[src/rtl/jamma_pkg.sv]
// Shared types and constants for the JAMMA joystick reader: FSM states,
// bus widths, bus bit positions and the packed debounce payload.
package jamma_pkg;

  localparam int unsigned JOY_W  = 8;
  localparam int unsigned COIN_W = 2;

  localparam logic [JOY_W-1:0] JOY_IDLE = 8'hFF;

  localparam int unsigned BIT_UP    = 0;
  localparam int unsigned BIT_DOWN  = 1;
  localparam int unsigned BIT_LEFT  = 2;
  localparam int unsigned BIT_RIGHT = 3;
  localparam int unsigned BIT_FIRE1 = 4;
  localparam int unsigned BIT_FIRE2 = 5;
  localparam int unsigned BIT_COIN  = 6;
  localparam int unsigned BIT_START = 7;

  typedef enum logic [2:0] {
    SETTLE_P1,
    SAMPLE_P1,
    SETTLE_P2,
    SAMPLE_P2,
    EVAL
  } state_e;

  // One frame's worth of sampled inputs, debounced as a single vector.
  typedef struct packed {
    logic [COIN_W-1:0] coin;
    logic [JOY_W-1:0]  p2;
    logic [JOY_W-1:0]  p1;
  } deb_vec_t;

  localparam int unsigned DEB_W = $bits(deb_vec_t);

endpackage

[src/rtl/jamma_joy_reader_if.sv]
// Bus-side signal bundle of the joystick reader: shared JJOY input, mux
// select and the debounced player/coin images.
interface jamma_joy_reader_if;
  import jamma_pkg::*;

  logic [JOY_W-1:0]  jjoy_i;
  logic [COIN_W-1:0] jcoin_i;
  logic              jsel_o;
  logic [JOY_W-1:0]  joy1_o;
  logic [JOY_W-1:0]  joy2_o;
  logic [COIN_W-1:0] coin_o;
  logic              upd_o;

  modport slave  (input  jjoy_i, jcoin_i, output jsel_o, joy1_o, joy2_o, coin_o, upd_o);
  modport master (output jjoy_i, jcoin_i, input  jsel_o, joy1_o, joy2_o, coin_o, upd_o);

endinterface

[src/rtl/jamma_deb_vec.sv]
// Per-bit frame debouncer: a bit's stable value flips only after FRAMES
// consecutive step strobes that disagree with it.
module jamma_deb_vec #(
  parameter int unsigned W      = 18,
  parameter int unsigned FRAMES = 4
) (
  input  logic         clk_i,
  input  logic         res_n_i,
  input  logic         step_i,
  input  logic [W-1:0] raw_i,
  output logic [W-1:0] stable_o
);

  localparam int unsigned       CNT_W = 4;
  localparam logic [CNT_W-1:0]  LIMIT = CNT_W'(FRAMES - 1);

  logic [W-1:0]            stable_q, stable_d;
  logic [W-1:0][CNT_W-1:0] cnt_q, cnt_d;

  always_ff @(posedge clk_i) begin
    if (!res_n_i) begin
      stable_q <= '1;
      cnt_q    <= '0;
    end else begin
      stable_q <= stable_d;
      cnt_q    <= cnt_d;
    end
  end

  always_comb begin
    stable_d = stable_q;
    cnt_d    = cnt_q;
    if (step_i) begin
      for (int unsigned i = 0; i < W; i++) begin
        if (raw_i[i] == stable_q[i]) begin
          cnt_d[i] = '0;
        end else if (cnt_q[i] == LIMIT) begin
          stable_d[i] = raw_i[i];
          cnt_d[i]    = '0;
        end else begin
          cnt_d[i] = cnt_q[i] + CNT_W'(1);
        end
      end
    end
  end

  assign stable_o = stable_q;

endmodule

[src/rtl/jamma_joy_reader.sv]
// Time-multiplexed JAMMA joystick reader with settle delay and frame debounce.
// Optional coin pulse stretching is enabled with `define JAMMA_COIN_STRETCH_EN.
module jamma_joy_reader
  import jamma_pkg::*;
#(
  parameter int unsigned SETTLE_CYCLES    = 24,
  parameter int unsigned DEBOUNCE_FRAMES  = 4,
  parameter int unsigned COIN_HOLD_FRAMES = 8
) (
  input  logic               clk_i,
  input  logic               res_n_i,
  jamma_joy_reader_if.slave  jj
);

  localparam int unsigned      CNT_W       = 8;
  localparam logic [CNT_W-1:0] SETTLE_LAST = CNT_W'(SETTLE_CYCLES - 1);

  // Elaboration-time range checks on the configuration.
  if (SETTLE_CYCLES == 0 || SETTLE_CYCLES > 255) begin : g_bad_settle
    $error("SETTLE_CYCLES out of range 1..255");
  end
  if (DEBOUNCE_FRAMES == 0 || DEBOUNCE_FRAMES > 15) begin : g_bad_deb
    $error("DEBOUNCE_FRAMES out of range 1..15");
  end
  if (COIN_HOLD_FRAMES == 0 || COIN_HOLD_FRAMES > 255) begin : g_bad_hold
    $error("COIN_HOLD_FRAMES out of range 1..255");
  end

  state_e           state_q, state_d;
  logic [CNT_W-1:0] cnt_q, cnt_d;
  logic             jsel_q, jsel_d;
  logic             upd_q, upd_d;
  deb_vec_t         raw_q, raw_d;
  deb_vec_t         stable;

  always_ff @(posedge clk_i) begin
    if (!res_n_i) begin
      state_q <= SETTLE_P1;
      cnt_q   <= '0;
      jsel_q  <= 1'b0;
      upd_q   <= 1'b0;
      raw_q   <= '1;
    end else begin
      state_q <= state_d;
      cnt_q   <= cnt_d;
      jsel_q  <= jsel_d;
      upd_q   <= upd_d;
      raw_q   <= raw_d;
    end
  end

  // Frame sequencer; select and strobe are registered from the next state.
  always_comb begin
    state_d = state_q;
    cnt_d   = cnt_q;
    raw_d   = raw_q;
    unique case (state_q)
      SETTLE_P1, SETTLE_P2: begin
        if (cnt_q == SETTLE_LAST) begin
          cnt_d   = '0;
          state_d = (state_q == SETTLE_P1) ? SAMPLE_P1 : SAMPLE_P2;
        end else begin
          cnt_d = cnt_q + CNT_W'(1);
        end
      end
      SAMPLE_P1: begin
        raw_d.p1   = jj.jjoy_i;
        raw_d.coin = jj.jcoin_i;
        state_d    = SETTLE_P2;
      end
      SAMPLE_P2: begin
        raw_d.p2 = jj.jjoy_i;
        state_d  = EVAL;
      end
      EVAL:    state_d = SETTLE_P1;
      default: state_d = SETTLE_P1;
    endcase
    jsel_d = (state_d == SETTLE_P2) || (state_d == SAMPLE_P2) || (state_d == EVAL);
    upd_d  = (state_d == EVAL);
  end

  jamma_deb_vec #(
    .W      (DEB_W),
    .FRAMES (DEBOUNCE_FRAMES)
  ) u_deb (
    .clk_i    (clk_i),
    .res_n_i  (res_n_i),
    .step_i   (state_q == EVAL),
    .raw_i    (raw_q),
    .stable_o (stable)
  );

  assign jj.jsel_o = jsel_q;
  assign jj.upd_o  = upd_q;

`ifdef JAMMA_COIN_STRETCH_EN
  localparam int unsigned STR_N  = 4;
  localparam int unsigned HOLD_W = 8;

  logic                         post_q;
  logic [STR_N-1:0]             prev_q, prev_d;
  logic [STR_N-1:0]             out_q, out_d;
  logic [STR_N-1:0][HOLD_W-1:0] hold_q, hold_d;
  logic [STR_N-1:0]             str_in;
  logic [JOY_W-1:0]             joy1_c, joy2_c;

  assign str_in = {stable.coin, stable.p2[BIT_COIN], stable.p1[BIT_COIN]};

  always_ff @(posedge clk_i) begin
    if (!res_n_i) begin
      post_q <= 1'b0;
      prev_q <= '1;
      out_q  <= '1;
      hold_q <= '0;
    end else begin
      post_q <= (state_q == EVAL);
      prev_q <= prev_d;
      out_q  <= out_d;
      hold_q <= hold_d;
    end
  end

  // Runs the cycle after EVAL, once the fresh stable values are visible.
  always_comb begin
    prev_d = prev_q;
    out_d  = out_q;
    hold_d = hold_q;
    if (post_q) begin
      for (int unsigned i = 0; i < STR_N; i++) begin
        prev_d[i] = str_in[i];
        if (prev_q[i] && !str_in[i]) begin
          hold_d[i] = HOLD_W'(COIN_HOLD_FRAMES);
        end else if (hold_q[i] != '0) begin
          hold_d[i] = hold_q[i] - HOLD_W'(1);
        end
        out_d[i] = (hold_d[i] == '0) && str_in[i];
      end
    end
  end

  always_comb begin
    joy1_c           = stable.p1;
    joy1_c[BIT_COIN] = out_q[0];
    joy2_c           = stable.p2;
    joy2_c[BIT_COIN] = out_q[1];
  end

  assign jj.joy1_o = joy1_c;
  assign jj.joy2_o = joy2_c;
  assign jj.coin_o = out_q[3:2];
`else
  assign jj.joy1_o = stable.p1;
  assign jj.joy2_o = stable.p2;
  assign jj.coin_o = stable.coin;
`endif

endmodule

[src/flat_wrapper.sv]
// flat-port wrapper written by rule: the top's interface ports become plain ports
module jamma_joy_reader_flat import jamma_pkg::*;
#(
  parameter int unsigned SETTLE_CYCLES    = 24,
  parameter int unsigned DEBOUNCE_FRAMES  = 4,
  parameter int unsigned COIN_HOLD_FRAMES = 8
)
  (clk_i, res_n_i, jj_jjoy_i, jj_jcoin_i, jj_jsel_o, jj_joy1_o, jj_joy2_o, jj_coin_o, jj_upd_o);
  jamma_joy_reader_if jj_i ();
  input  logic clk_i;
  input  logic res_n_i;
  input wire logic [$bits(jj_i.jjoy_i)-1:0] jj_jjoy_i;
  input wire logic [$bits(jj_i.jcoin_i)-1:0] jj_jcoin_i;
  output wire logic [$bits(jj_i.jsel_o)-1:0] jj_jsel_o;
  output wire logic [$bits(jj_i.joy1_o)-1:0] jj_joy1_o;
  output wire logic [$bits(jj_i.joy2_o)-1:0] jj_joy2_o;
  output wire logic [$bits(jj_i.coin_o)-1:0] jj_coin_o;
  output wire logic [$bits(jj_i.upd_o)-1:0] jj_upd_o;
  assign jj_i.jjoy_i = jj_jjoy_i;
  assign jj_i.jcoin_i = jj_jcoin_i;
  assign jj_jsel_o = jj_i.jsel_o;
  assign jj_joy1_o = jj_i.joy1_o;
  assign jj_joy2_o = jj_i.joy2_o;
  assign jj_coin_o = jj_i.coin_o;
  assign jj_upd_o = jj_i.upd_o;
  jamma_joy_reader #(.SETTLE_CYCLES(SETTLE_CYCLES), .DEBOUNCE_FRAMES(DEBOUNCE_FRAMES), .COIN_HOLD_FRAMES(COIN_HOLD_FRAMES)) u_core (.clk_i(clk_i), .res_n_i(res_n_i), .jj(jj_i));
endmodule
[config.mk]
export PLATFORM = sky130hd
export DESIGN_NAME = jamma_joy_reader_flat
export DESIGN_NICKNAME = d
export VERILOG_FILES = /design/src/rtl/jamma_pkg.sv /design/src/rtl/jamma_joy_reader_if.sv /design/src/rtl/jamma_deb_vec.sv /design/src/rtl/jamma_joy_reader.sv /design/src/flat_wrapper.sv
export SDC_FILE = /design/constraint.sdc
export NUM_CORES = 1
export LEC_CHECK = 0
export ABC_AREA = 1
export BUFFER_PORTS_ARGS = -buffer_cell sky130_fd_sc_hd__buf_2
export CORE_ASPECT_RATIO = 1.4
export CORE_UTILIZATION = 57
export CTS_BUF_LIST = sky130_fd_sc_hd__clkbuf_4
export DETAILED_ROUTE_END_ITERATION = 16
export PLACE_DENSITY = 0.78
export SETUP_SLACK_MARGIN = 0.1
export SLEW_MARGIN = 10
export SYNTH_ARGS = -nofsm -noshare
export SYNTH_HDL_FRONTEND = slang
export SYNTH_SLANG_ARGS = --single-unit
[constraint.sdc]
create_clock -name clk_i -period 1.3 [get_ports clk_i]
set_clock_uncertainty 0.05 [all_clocks]
set_input_delay 0.195 -clock clk_i [delete_from_list [all_inputs] [get_ports clk_i]]
set_output_delay 0.195 -clock clk_i [all_outputs]
set_load 0.02 [all_outputs]
==> results.py, run 1 <==
metrics = {
    "run_status": {
        "status": "finished, violations left",
        "violations": "negative setup slack",
    },
    "critical_path": {
        "required_ps": 1690,
        "cp_data_arrival_time_ps": 1720,
        "cpMostUsedCell": "buf_4",
        "path_buf_inv": 3,
        "critPathSlowestCell": "dfxtp_2",
        "endpoint_kind": "flip-flop",
        "worst-setup-path-type": "flip-flop to flip-flop",
        "crit_family": "buffers and inverters",
        "path_max_fanout": 8,
        "crit_chain": "nor2_4 > nand2_4 > buf_4 > buf_16 > buf_4 > o21ai_1 > a21oi_1",
        "start_kind": "flip-flop",
        "critPathMaxStageDelay_ps": 340,
    },
    "drt": {
        "ant_nets": 0,
        "drtIter0Drc": 336,
        "vias_per_cell": 5.38,
        "drt_wl_total_um": 14600,
        "vias": 5787,
        "drc": 0,
        "wl_per_cell_um": 13.6,
        "firstDrtPassIters": 5,
    },
    "die": {
        "die_y_um": 123,
        "start_util_pct": 59.4,
        "die_area_mm2": 0.0109,
        "core_area_mm2": 0.0101,
        "die_w_um": 88.6,
        "io_pins": 32,
        "fp-row-count": 43,
    },
    "global_routing": {
        "grt_pass1_wl_um": 24100,
        "grt_pass1_vias": 5566,
        "antenna_found_initial": 0,
        "globalRouteOverflowTotal": 0,
        "track_usage_pct": 28.4,
        "grt_max_degree": 48,
    },
    "synth": {
        "synth.avg_cell_area_um2": 7.16,
        "seq_area_frac_synth_pct": 40.5,
        "yosys_warnings": 0,
        "synth_ff_type": "dfxtp_1",
        "ys_seq_elements": 121,
        "syn_nets": 866,
        "ys_types": 27,
        "netlist_top_cells_area": "dfxtp_1 (41%), nand2_1 (16%), nand3_1 (7.9%)",
        "yosys.area.top_type": "dfxtp_1",
        "netlist.area_leader.share_pct": 40.5,
        "synth-async-reset-ratio_pct": 0,
        "synth_edf_count": 0,
        "syn_area_mm2": 0.00598,
        "synth_cells": 835,
    },
    "clock_network": {
        "cts_tree": "done",
        "clock_sink_count": 121,
        "cts.path.max_buffers": 2,
        "cts_buffers": 17,
        "htree_levels": 4,
        "clock-root-buffer": "clkbuf_4",
        "clkLatencyLatePin_ps": 540,
        "clk_pin_slew_ps": 110,
    },
    "power": {
        "powerDensity_mw_per_mm2": 917,
        "p_comb_share_pct": 2.9,
        "intPower_w": 0.00557,
        "clockPowerShare_pct": 44.5,
        "seq_power_share_pct": 52.6,
        "peakVddDrop_v": 0.000669,
        "p_switching_w": 0.00150,
        "total_power_w": 0.00707,
        "p_sw_share_pct": 21.2,
        "power.leakage_nw": 3.74,
    },
    "sta": {
        "period_share_pct": 102,
        "finalHoldViolCount": 0,
        "slew_headroom_pct": 82.7,
        "worst_pin_slew_ps": 258,
        "rsz0062_at_grt": "yes",
        "drv_slew": 0,
        "setup_viol": 11,
        "setup_ws_ps": -31.3,
        "hold_slack_ps": 399,
        "finalCriticalPeriod_ps": 1330,
        "fmax_mhz": 751,
    },
    "place": {
        "dp_hpwl_um": 8860,
        "preCtsSetupSlack_ps": -55.8,
        "io_buffers": 31,
        "place_congestion": 0.798,
    },
    "final_layout": {
        "multi_input_area_mm2": 0.00342,
        "utilization_pct": 76.6,
        "fillers": 671,
        "drive_gt1_share_pct": 26.0,
        "antenna_cells": 0,
        "nets": 958,
        "regArea_mm2": 0.00246,
        "syn2layout_area_growth_pct": 28.9,
    },
    "flow_run": {
        "max-cap-violations": 0,
    },
    "min_path": {
        "hp-class": "input port to flip-flop",
    },
}
==> stage by stage <==
step	instance area [um2]	TNS [ps]	cells
CTS	7540	-129	1071
global placement	6450	0	1005
detailed placement	6450	-384	1005
global route	7710	-4280	1075
floorplan	5980	0	835
finish	7710	-200	1075
==> power by group through the flow <==
stage	Sequential [W]	Clock [W]	Combinational [W]
after global routing	0.00372	0.00334	0.000224
after global placement	0.00380	0	0.000154
final	0.00372	0.00314	0.000207
after detailed placement	0.00380	0	0.000159
after floorplan	0.00380	0	0.0000797
after CTS	0.00371	0.00320	0.000196
==> placed cells by master (no fill, tap or decap), drive strengths merged <==
cell type | netlist | final
a21oi | 85 | 85
and2 | 1 | 1
buf | 11 | 87
bufinv | 0 | 5
clkbuf | 14 | 21
clkinv | 1 | 6
dfxtp | 121 | 121
dlygate4sd3 | 0 | 11
ha | 19 | 19
inv | 98 | 99
mux2i | 1 | 1
nand2 | 256 | 256
nand3 | 94 | 94
nand3b | 1 | 1
nand4 | 20 | 20
nor2 | 50 | 50
nor3 | 4 | 4
o211ai | 8 | 8
o21ai | 30 | 30
xnor2 | 2 | 2
xor2 | 19 | 19
==> kinds of logic (layout without fill, tap and decap cells) <==
kind of cell	Yosys count	count (layout)	synth area share, %
compound gates	123	123	10.6
xor+xnor	21	21	3.08
fa+ha+maj	19	19	3.98
buf+inv	124	229	8.66
flops	121	121	40.5
mux	1	1	0.167
simple gates	426	426	33.0
==> synth_stat cells (2+ instances only) <==
cell      instances
nor2_4            2
buf_4             7
nor3_1            4
ha_1             19
xnor2_1           2
nand4_1          20
nor2_2            3
nand2_1         255
dfxtp_1         121
buf_2             2
inv_1            98
o21ai_0          26
nor2_8           10
nand3_1          94
xor2_1           19
a21oi_1          85
o21ai_1           4
o211ai_1          8
nor2_1           35
clkbuf_1         14
==> path summary, 6_finish.rpt <==
kind	endpoint	slack (ps)	startpoint	depth (start not counted)
setup / recovery	u_core.u_deb.cnt_q[68]$_SDFFE_PN0P_	-30	u_core.state_q[0]$_SDFF_PN0_	7
hold / removal	u_core.raw_q[6]$_SDFFE_PN1P_	400	jj_jjoy_i[6]	4
setup reg to reg	u_core.u_deb.cnt_q[68]$_SDFFE_PN0P_	-30	u_core.state_q[0]$_SDFF_PN0_	7
hold reg to reg	u_core.cnt_q[7]$_SDFFE_PN0N_	430	u_core.cnt_q[7]$_SDFFE_PN0N_	2
==> repair_timing <==
action | in CTS | in global routing
buffers inserted | 22 | 3
endpoints found under the setup margin | 123 | 135
gates cloned | 1 | 1
resized for setup | 147 | 48
hold buffers | 11 | 0
pin swaps | 14 | 17
hold endpoints to repair | 23 | 0
==> final cells by class <==
class                      instances  area share, %
timing repair buffer              98           12.4
tap                              135           2.19
inverter                          99           4.82
multi-input combinational        590           44.4
clock buffer                      21           2.05
clock inverter                    11           2.29
sequential                       121           31.9
==> sequential cells by signal, indices dropped and copies added, names as in the netlist <==
signal	flops
u_core.u_deb.stable_o	18
u_core.u_deb.cnt_q	72
u_core.state_q	3
u_core.cnt_q	8
u_core.raw_q	18
u_core.jj.upd_o	1
u_core.jj.jsel_o	1
==> worst register-to-register path: stages, from the launching register on <==
cell	delay [ps]
dfxtp_2	340
nor2_4	130
nand2_4	110
buf_4	170
buf_16	130
buf_4	150
o21ai_1	110
a21oi_1	50
==> metal layers <==
metal	routed length [um]	vias to the layer above	GRT usage, %
li1	-	2898	-
met2	7700	128	50.1
met1	5880	2714	30.7
met5	0	-	0
met4	452	0	14.0
met3	562	47	7.74
Power figures use the tool's default switching activity.
==> inputs of run 2 (changes only) <==
--- a/config.mk
+++ b/config.mk
@@ -6,12 +6,13 @@
 export NUM_CORES = 1
 export LEC_CHECK = 0
 export ABC_AREA = 1
-export BUFFER_PORTS_ARGS = -buffer_cell sky130_fd_sc_hd__buf_2
+export BUFFER_PORTS_ARGS = -buffer_cell sky130_fd_sc_hd__buf_4
+export CAP_MARGIN = 20
 export CORE_ASPECT_RATIO = 1.4
 export CORE_UTILIZATION = 57
 export CTS_BUF_LIST = sky130_fd_sc_hd__clkbuf_4
 export DETAILED_ROUTE_END_ITERATION = 16
-export PLACE_DENSITY = 0.78
+export PLACE_DENSITY = 0.75
 export SETUP_SLACK_MARGIN = 0.1
 export SLEW_MARGIN = 10
 export SYNTH_ARGS = -nofsm -noshare
==> constraint.sdc (replaced) <==
create_clock -name clk_i -period 1.45 [get_ports clk_i]
set_clock_uncertainty 0.05 [all_clocks]
set_input_delay 0.2175 -clock clk_i [delete_from_list [all_inputs] [get_ports clk_i]]
set_output_delay 0.2175 -clock clk_i [all_outputs]
set_load 0.02 [all_outputs]
==> run 2 against run 1 <==
The flow now finishes without violations. Non-clock buffer count shrank 12. Critical endpoint is now u_core.u_deb.stable_o[11]$_SDFFE_PN1P_. Maximum frequency fell by 5.0%. Clock-buffer cell count down 2. Final area is 1.2% lower. Global-route usage is 2.9 points lower. Clock power decreased by 14%. Wire length grew 2.0%. Register-to-register slack gained 80 ps. Total power is 12% lower. Combinational power shrank 11%. Sequential power down 11%. Final cell count decreased by 0.93%.
==> results.py, run 2 (synthesis results as in run 1) <==
metrics = {
    "critical_path": {
        "endpoint_kind": "flip-flop",
        "path_max_fanout": 7,
        "required_ps": 1840,
        "cp_data_arrival_time_ps": 1790,
        "start_kind": "flip-flop",
        "worst-setup-path-type": "flip-flop to flip-flop",
    },
    "die": {
        "fp-row-count": 43,
        "die_y_um": 123,
        "start_util_pct": 59.4,
        "die_w_um": 88.6,
        "core_area_mm2": 0.0101,
        "io_pins": 32,
        "die_area_mm2": 0.0109,
    },
    "global_routing": {
        "grt_pass1_wl_um": 21500,
        "globalRouteOverflowTotal": 0,
        "grt_pass1_vias": 5175,
        "antenna_found_initial": 0,
        "track_usage_pct": 25.5,
        "grt_max_degree": 51,
    },
    "clock_network": {
        "clock-root-buffer": "clkbuf_4",
        "htree_levels": 4,
        "cts_tree": "done",
        "clk_pin_slew_ps": 110,
        "cts.path.max_buffers": 2,
        "clock_sink_count": 121,
        "clkLatencyLatePin_ps": 550,
        "cts_buffers": 17,
    },
    "sta": {
        "rsz0062_at_grt": "yes",
        "fmax_mhz": 714,
        "drv_slew": 0,
        "finalCriticalPeriod_ps": 1400,
        "slew_headroom_pct": 80.2,
        "worst_pin_slew_ps": 297,
        "finalHoldViolCount": 0,
        "setup_viol": 0,
        "period_share_pct": 96.6,
    },
    "drt": {
        "wl_per_cell_um": 14.0,
        "firstDrtPassIters": 5,
        "drtIter0Drc": 328,
        "vias": 5757,
        "drt_wl_total_um": 14900,
        "vias_per_cell": 5.41,
        "ant_nets": 0,
        "drc": 0,
    },
    "final_layout": {
        "nets": 948,
        "antenna_cells": 0,
        "largest_reg_flops": 72,
        "drive_gt1_share_pct": 24.9,
        "fin_area_mm2": 0.00762,
        "finalNonFillerCells": 1065,
        "syn2layout_area_growth_pct": 27.4,
        "final_cell_mix": "nand2_1 (234), dfxtp_1 (100), inv_1 (97), nand3_1 (76), buf_4 (56)",
        "mostFrequentLayoutCell": "nand2_1",
        "regMostFlops": "u_core.u_deb.cnt_q",
    },
    "place": {
        "dp.cells": 988,
        "io_buffers": 31,
        "place_congestion": 0.763,
        "dp_hpwl_um": 8480,
        "place_area_mm2": 0.00639,
    },
    "flow_run": {
        "max-cap-violations": 0,
    },
    "min_path": {
        "hp-class": "input port to flip-flop",
    },
    "power": {
        "power.leakage_nw": 3.64,
        "powerDensity_mw_per_mm2": 814,
        "peakVddDrop_v": 0.000690,
    },
    "run_status": {
        "status": "finished clean",
    },
}
-- run 2: power by group --
group	total (W)	switching, W	internal (W)
Sequential	0.00332	0.00000729	0.00331
Combinational	0.000184	0.000109	0.0000743
Clock	0.00270	0.00131	0.00139
Total	0.00620	0.00142	0.00478
-- run 2: routing by layer --
layer | part of all wire [%] | routed length (um) | GRT usage [%] | vias to the layer above
met5 | 0 | 0 | 0 | -
met4 | 1.9 | 283 | 11.0 | 0
met3 | 3.4 | 508 | 5.47 | 27
met2 | 54 | 7990 | 46.9 | 130
met1 | 41 | 6110 | 27.5 | 2716
li1 | - | - | - | 2884
-- run 2: final timing paths --
path / from / to / slack (ps) / depth (start not counted)
max: u_core.state_q[1]$_SDFF_PN0_ / u_core.u_deb.stable_o[11]$_SDFFE_PN1P_ / 50 / 7
max reg2reg: u_core.state_q[1]$_SDFF_PN0_ / u_core.u_deb.stable_o[11]$_SDFFE_PN1P_ / 50 / 7
min: jj_jcoin_i[0] / u_core.raw_q[16]$_SDFFE_PN1P_ / 400 / 4
min reg2reg: u_core.u_deb.stable_o[17]$_SDFFE_PN1P_ / u_core.u_deb.stable_o[17]$_SDFFE_PN1P_ / 430 / 2
-- run 2: critical path, stage by stage (launching register included) --
cell and delay (ps):
dfxtp_2 350, nor2_4 180, nand2_8 110, clkbuf_16 180, nor2_4 160, nand2_1 110, nand2_1 80, nand3_1 60
-- run 2: area by class of cell --
class	instances	area, um2
clock buffer	19	143
clock inverter	13	178
fill	764	2440
inverter	99	375
multi-input combinational	590	3400
sequential	121	2470
tap	135	169
timing repair buffer	86	865
timing repair inverter	2	15.0
-- run 2: repair_timing --
item	4_1_cts	5_1_grt
hold endpoints to repair	21	0
setup endpoints to repair	73	117
resized for setup	27	118
pin swaps	2	51
gates cloned	2	6
hold buffers	11	0
buffers inserted	13	13
-- run 2: through the flow --
step                      TNS [ps]  setup slack (ps)  utilization [%]  power [W]  hold slack [ps]
final                            0              49.1             75.7    0.00620              396
after CTS                        0              16.2             69.3    0.00623              375
after global routing         -53.8             -53.8             75.7    0.00638              390
after detailed placement     -14.3             -14.3             63.5    0.00355              401
after floorplan                  0               194                -    0.00348              294
after global placement           0              16.5             63.5    0.00355              397
==> inputs of run 3 (changes only) <==
==> constraint.sdc (replaced) <==
create_clock -name clk_i -period 1.45 [get_ports clk_i]
set_clock_uncertainty 0.05 [all_clocks]
set_input_delay 0.2175 -clock clk_i [delete_from_list [all_inputs] [get_ports clk_i]]
set_output_delay 0.2175 -clock clk_i [all_outputs]
set_load 0.005 [all_outputs]
==> run 3 against run 2 <==
First-iteration DRC count shrank 10%. Final area shrank 1.5%. Clock power barely moved. Core utilization down 1.1 points. Combinational power about the same. Clock-buffer cell count stayed put. Register-to-register slack better by 30 ps. Largest cell class unchanged.
==> results.py, run 3 (synthesis results as in run 1) <==
metrics = {
    "clock_network": {
        "clock_sink_count": 121,
        "clock-root-buffer": "clkbuf_4",
        "clkLatencyLatePin_ps": 540,
        "htree_levels": 4,
        "cts.path.max_buffers": 2,
        "clk_pin_slew_ps": 110,
        "cts_buffers": 17,
        "cts_tree": "done",
    },
    "power": {
        "p_comb_share_pct": 3.0,
        "powerDensity_mw_per_mm2": 824,
        "p_switching_w": 0.00140,
        "clockPowerShare_pct": 43.3,
        "power.leakage_nw": 3.59,
        "peakVddDrop_v": 0.000687,
        "seq_power_share_pct": 53.7,
        "p_sw_share_pct": 22.7,
        "intPower_w": 0.00478,
    },
    "critical_path": {
        "endpoint_kind": "flip-flop",
        "required_ps": 1830,
        "cp_data_arrival_time_ps": 1750,
        "worst-setup-path-type": "flip-flop to flip-flop",
        "path_max_fanout": 7,
        "start_kind": "flip-flop",
    },
    "run_status": {
        "status": "finished clean",
    },
    "global_routing": {
        "grt_pass1_vias": 5116,
        "grt_max_degree": 51,
        "antenna_found_initial": 0,
        "grt_pass1_wl_um": 21300,
        "track_usage_pct": 25.2,
        "globalRouteOverflowTotal": 0,
    },
    "final_layout": {
        "regMostFlops": "u_core.u_deb.cnt_q",
        "largest_reg_flops": 72,
        "antenna_cells": 0,
        "final_cell_mix": "nand2_1 (236), dfxtp_1 (100), inv_1 (97), nand3_1 (76), buf_4 (51)",
        "syn2layout_area_growth_pct": 25.5,
        "drive_gt1_share_pct": 23.9,
        "mostFrequentLayoutCell": "nand2_1",
        "nets": 937,
    },
    "place": {
        "place_congestion": 0.763,
        "preCtsSetupSlack_ps": -14.3,
        "dp_hpwl_um": 8480,
        "io_buffers": 31,
    },
    "drt": {
        "firstDrtPassIters": 5,
        "vias_per_cell": 5.39,
        "drc": 0,
        "wl_per_cell_um": 13.7,
        "ant_nets": 0,
        "drt_wl_total_um": 14400,
        "drtIter0Drc": 294,
        "vias": 5685,
    },
    "die": {
        "start_util_pct": 59.4,
        "die_w_um": 88.6,
        "die_area_mm2": 0.0109,
        "core_area_mm2": 0.0101,
        "die_y_um": 123,
        "fp-row-count": 43,
        "io_pins": 32,
    },
    "sta": {
        "finalHoldViolCount": 0,
        "slew_headroom_pct": 80.2,
        "hold_slack_ps": 412,
        "finalCriticalPeriod_ps": 1370,
        "setup_ws_ps": 80.1,
        "drv_slew": 0,
        "rsz0062_at_grt": "yes",
        "fmax_mhz": 730,
        "worst_pin_slew_ps": 297,
        "period_share_pct": 94.5,
        "setup_viol": 0,
    },
    "min_path": {
        "hp-class": "input port to flip-flop",
    },
    "flow_run": {
        "max-cap-violations": 0,
    },
}
-- run 3: area by class of cell --
class / instances / area (um2)
clock inverter: 13 / 178
fill: 774 / 2560
clock buffer: 19 / 143
inverter: 99 / 375
timing repair buffer: 75 / 759
timing repair inverter: 2 / 15.0
tap: 135 / 169
sequential: 121 / 2470
multi-input combinational: 590 / 3400
-- run 3: final timing paths --
check,cells past startpoint,end,slack (ps),startpoint
worst max-delay path,7,u_core.u_deb.stable_o[11]$_SDFFE_PN1P_,80,u_core.state_q[1]$_SDFF_PN0_
worst min-delay path,4,u_core.raw_q[16]$_SDFFE_PN1P_,410,jj_jcoin_i[0]
worst max register to register,7,u_core.u_deb.stable_o[11]$_SDFFE_PN1P_,80,u_core.state_q[1]$_SDFF_PN0_
worst min register to register,2,u_core.u_deb.stable_o[16]$_SDFFE_PN1P_,440,u_core.u_deb.stable_o[16]$_SDFFE_PN1P_
-- run 3: power by group through the flow --
stage | sequential [W] | combinational, W | clock (W)
2_1_floorplan | 0.00341 | 0.0000714 | 0
3_3_place_gp | 0.00341 | 0.000139 | 0
3_5_place_dp | 0.00341 | 0.000141 | 0
4_1_cts | 0.00333 | 0.000165 | 0.00273
5_1_grt | 0.00332 | 0.000197 | 0.00287
6_report | 0.00332 | 0.000182 | 0.00268
-- run 3: layer usage --
layer / global-route usage (%) / vias to the layer above / part of all wire, %
met5: 0 / - / 0
met4: 11.1 / 0 / 2.2
met3: 5.47 / 32 / 2.9
met2: 46.3 / 100 / 53
met1: 27.2 / 2687 / 41
li1: - / 2866 / -
-- run 3: stage by stage --
step	instance area, um2	util, %	TNS [ps]	instances	power, W
floorplan	5980	-	0	835	0.00348
global placement	6390	63.5	0	988	0.00355
detailed placement	6390	63.5	-14.3	988	0.00355
CTS	6900	68.6	0	1038	0.00623
global route	7500	74.6	-21.7	1054	0.00639
finish	7500	74.6	0	1054	0.00618
-- run 3: repair_timing --
item                                    CTS  global route
hold endpoints to repair                 21             0
gates resized for setup                  23           113
endpoints found under the setup margin   73           114
pin swaps                                 2            51
hold buffers                             11             0
buffers inserted                          5            10
gates cloned                              2             6
-- run 3: worst max-delay path, cell delays in order, from the launching register on --
cell	delay (ps)
dfxtp_2	350
nor2_4	180
nand2_8	110
clkbuf_16	180
nor2_4	160
nand2_1	90
nand2_1	70
nand3_1	60
